<file path="src/rtl/tff_pkg.sv">
// tff_pkg: shared width default and direction encodings for the T flip-flop counter
package tff_pkg;
    localparam int DEFAULT_WIDTH = 4;
    localparam logic DIR_UP = 1'b1;
    localparam logic DIR_DOWN = 1'b0;
endpackage

</file>
<file path="src/rtl/tff_cell.sv">
// tff_cell: single T flip-flop with asynchronous active-low clear
module tff_cell (
    input  logic clk,
    input  logic reset,
    input  logic t,
    output logic q
);
    // toggle on t, clear immediately when reset is low
    always_ff @(posedge clk or negedge reset)
        if (!reset) q <= 1'b0;
        else q <= q ^ t;
endmodule

</file>
<file path="src/rtl/tff_updown_counter.sv">
// tff_updown_counter: loadable up/down modulo-(limit+1) counter built from T flip-flops
module tff_updown_counter
    import tff_pkg::*;
#(
    parameter int WIDTH = DEFAULT_WIDTH
) (
    input  logic             clk,
    input  logic             reset,
    input  logic             en,
    input  logic             up,
    input  logic             load,
    input  logic [WIDTH-1:0] d,
    input  logic [WIDTH-1:0] limit,
    output logic [WIDTH-1:0] q,
    output logic             tc
);
    logic [WIDTH-1:0] next_q;
    logic [WIDTH-1:0] t;
    logic             wrap;
    logic             next_tc;

    // next count from load/wrap/step rules; toggles are the bits that change
    always_comb begin
        wrap    = en & ((up == DIR_UP) ? (q >= limit) : (q == '0));
        next_q  = load ? d :
                  !en  ? q :
                  wrap ? ((up == DIR_UP) ? '0 : limit) :
                  (up == DIR_UP) ? q + WIDTH'(1) : q - WIDTH'(1);
        next_tc = !load & wrap;
        t       = q ^ next_q;
    end

    for (genvar i = 0; i < WIDTH; i++) begin : g_bit
        tff_cell u_cell (
            .clk  (clk),
            .reset(reset),
            .t    (t[i]),
            .q    (q[i])
        );
    end

    // terminal-count pulse registered alongside the wrapped count
    always_ff @(posedge clk or negedge reset)
        if (!reset) tc <= 1'b0;
        else tc <= next_tc;
endmodule

</file>
<file path="config.mk">
export PLATFORM = sky130hd
export DESIGN_NAME = tff_updown_counter
export DESIGN_NICKNAME = d
export VERILOG_FILES = /design/src/rtl/tff_pkg.sv /design/src/rtl/tff_cell.sv /design/src/rtl/tff_updown_counter.sv
export SDC_FILE = /design/constraint.sdc
export NUM_CORES = 1
export LEC_CHECK = 0
export ABC_CLOCK_PERIOD_IN_PS = 2300
export BUFFER_PORTS_ARGS = -buffer_cell sky130_fd_sc_hd__buf_2
export CAP_MARGIN = 10
export CORE_AREA = 2 2 39 41
export DETAILED_ROUTE_END_ITERATION = 12
export DIE_AREA = 0 0 41 43
export PLACE_DENSITY = 0.62
export SLEW_MARGIN = 25
export SYNTH_ARGS = -nofsm -noshare
export SYNTH_HDL_FRONTEND = slang
export SYNTH_SLANG_ARGS = --single-unit
</file>
<file path="constraint.sdc">
create_clock -name clk -period 2.3 [get_ports clk]
set_clock_uncertainty 0.1 [all_clocks]
set_input_delay 0.69 -clock clk [delete_from_list [all_inputs] [get_ports clk]]
set_output_delay 0.69 -clock clk [all_outputs]
set_load 0.02 [all_outputs]
</file>
==> run summary <==
status - completed
share of layout cells above drive strength 1 - 33.33%
Tightest Pin Transition - 0.3994 ns
drt total wl - 1081 µm
FMAX - 481.6 MHz
Mapped Cells - 60
Max-cap violations - 0
CP startpoint kind - primary input
row count - 14
Worst Setup End Kind - flip-flop
Final period util - 90.27%
slowest CP cell - o21ai_0
Setup WS pre-CTS - -0.01311 ns
Tot Pwr - 353.8 µW
RSZ-0062 raised after global routing - false
CP Capture Point - g_bit[2].u_cell.q
Core ar. - 1384 µm²
leakage - 0.0003199 µW
GRT Overall Usage - 14.65%
most common cell after layout, fill and taps aside - buf_2
vias in the first global route - 429
Worst Path Required - 2.31 ns
clock-pin slew on the worst setup and hold paths - 0.04 ns
Gates resized, CTS repair - 0
CP delay by family, top - compound AO/OA/AOI/OAI gates
reg-to-reg setup timing slack - 0.34 ns
Finished Layout Cells - 94
Placed Cells - 90
CTS H-Tree Depth - 1
deepest clock path buffer count - 2
total number of vias - 479
Max VDD drop - 0.2837 mV
antenna violations before repair - 0
1st-iter DRT viols - 3
Cell Chain, Critical Path - buf_2 > inv_1 > ha_1 > o211ai_1 > o21ai_0 > o211ai_2 > a221oi_1 > nor2_1
# setup viols final - 0
Max Slew Vio Count - 0
drt pass-1 iters - 4
Routed wire per std cell - 11.50 µm
Yosys Warn Count - 0
net switching share of the total power - 35.33%
fraction of registers with async set/reset - 100.0%
cells on worst reg2reg path - 7
CP startpoint - limit[3]
internal power - 228.8 µW
CP peak stage delay - 0.35 ns
I/O Buffers - 17
FF-to-FF End - g_bit[2].u_cell.q
I/O Pins - 18
Primary FF master, synth - dfrtp_1
crit-path max FO - 3
grt total ovfl - 0
hold slack - 0.1572 ns
dpl hpwl - 894.1 µm
Die Span X - 41 µm
nets - 99
Flop pwr share - 32.4%
sequential share of the synthesized area - 24.57%
Syn Nets - 80
DRC - 0
cell area after synthesis - 509.2 µm²
Worst slew margin - 73.09%
number of enable flip-flop cells after synthesis - 0
n_diodes - 0
clock share of power - 28.4%
chip height - 43 µm
placer congestion estimate - 0.8306
Hold Path Class - primary input to asynchronous set/reset pin
final worst slack - 0.2237 ns
Final min period - 2.076 ns
fill count - 145
Area Overhead vs Synth - 21.38%
Comb power frac - 39.2%
root buf cell - clkbuf_4
Reg2Reg Launch Point - g_bit[0].u_cell.q
initial core utilization - 36.80%
syn avg cell area - 8.487 µm²
commonest non-fill, non-tap cells in the layout - buf_2, a21oi_1, nor2_1
WP buf/inv - 2
post-synth cell types - 23
die area - 1763 µm²
final hold violations - 0
cts bufs inserted - 3
CTS Hold Bufs - 0
# Post-CTS Setup Buffers - 0
cell count along the critical path - 8
fin util - 44.67%
largest net degree at the start of global routing - 11
first-pass GRT wire length - 1745 µm
clock latency on the worst-skew pair - 0.24 ns
Psw - 125.0 µW
count of state elements after synthesis - 5
CP Class - primary input to flip-flop
vias per std cell - 5.096
antenna-violating nets left - 0
TritonCTS sink count - 5
PD cells - 572.3 nW/µm²
CP arrival - 2.09 ns
CTS tree - yes
[power by group through the flow]
stage / registers [µW] / logic [µW] / clock network [µW]
floorplan: 112 / 110 / 0
global placement: 116 / 137 / 0
detailed placement: 116 / 139 / 0
CTS: 115 / 140 / 102
global route: 116 / 158 / 111
finish: 115 / 139 / 100
[layout make-up]
| class | count | area (µm²) | share of cell area [%] |
|---|---|---|---|
| Multi-Input combinational cell | 43 | 320.3 | 51.82 |
| Sequential cell | 5 | 125.1 | 20.24 |
| Tap cell | 16 | 20.02 | 3.239 |
| Timing Repair Buffer | 19 | 100.1 | 16.19 |
| Inverter | 7 | 26.28 | 4.251 |
| Clock buffer | 4 | 26.28 | 4.251 |
[synth_stat cells, drive strengths merged, types with 2 or more instances]
cell type  count  area, µm²
a21oi          8      40.04
a221oi         2      17.52
buf            5      37.54
dfrtp          5      125.1
ha             6      75.07
inv            7      26.28
nor2           8      30.03
o211ai         2      20.02
o21ai          2      10.01
xnor2          3      26.28
[metrics by stage]
step,setup TNS [ns],area [µm²]
2_1_floorplan,0,509.2
3_3_place_gp,0,591.8
3_5_place_dp,-0.01311,591.8
4_1_cts,0,618.1
5_1_grt,0,618.1
6_report,0,618.1
[worst min path at each step]
stage,startpoint,to,slack [ns]
after floorplan,reset,g_bit[0].u_cell.q,0.29
after global placement,reset,g_bit[0].u_cell.q,0.41
after detailed placement,reset,g_bit[1].u_cell.q,0.41
after CTS,reset,g_bit[1].u_cell.q,0.15
after global routing,reset,tc,0.15
final,reset,g_bit[1].u_cell.q,0.16
[per-layer routing]
layer,global-route usage (%),vias up,share of wire [%]
li1,-,242,-
met1,20.33,226,46
met2,21.25,11,49
met3,6.283,0,5.5
met4,2.000,0,0
met5,0,-,0
[state kept, by name (all words and copies together), names as in the netlist]
name,count
g_bit.u_cell.q,4
tc,1
[cell families (layout without fill, tap and decap cells)]
kind of cell	count (synthesis)	after routing	share of synthesized area, %
flops	5	5	24.57
fa+ha+maj	7	7	18.67
simple gates	16	16	16.71
xor+xnor	3	3	5.161
buf+inv	12	30	12.53
compound gates	17	17	22.36
(Power assumes the default switching activity.)
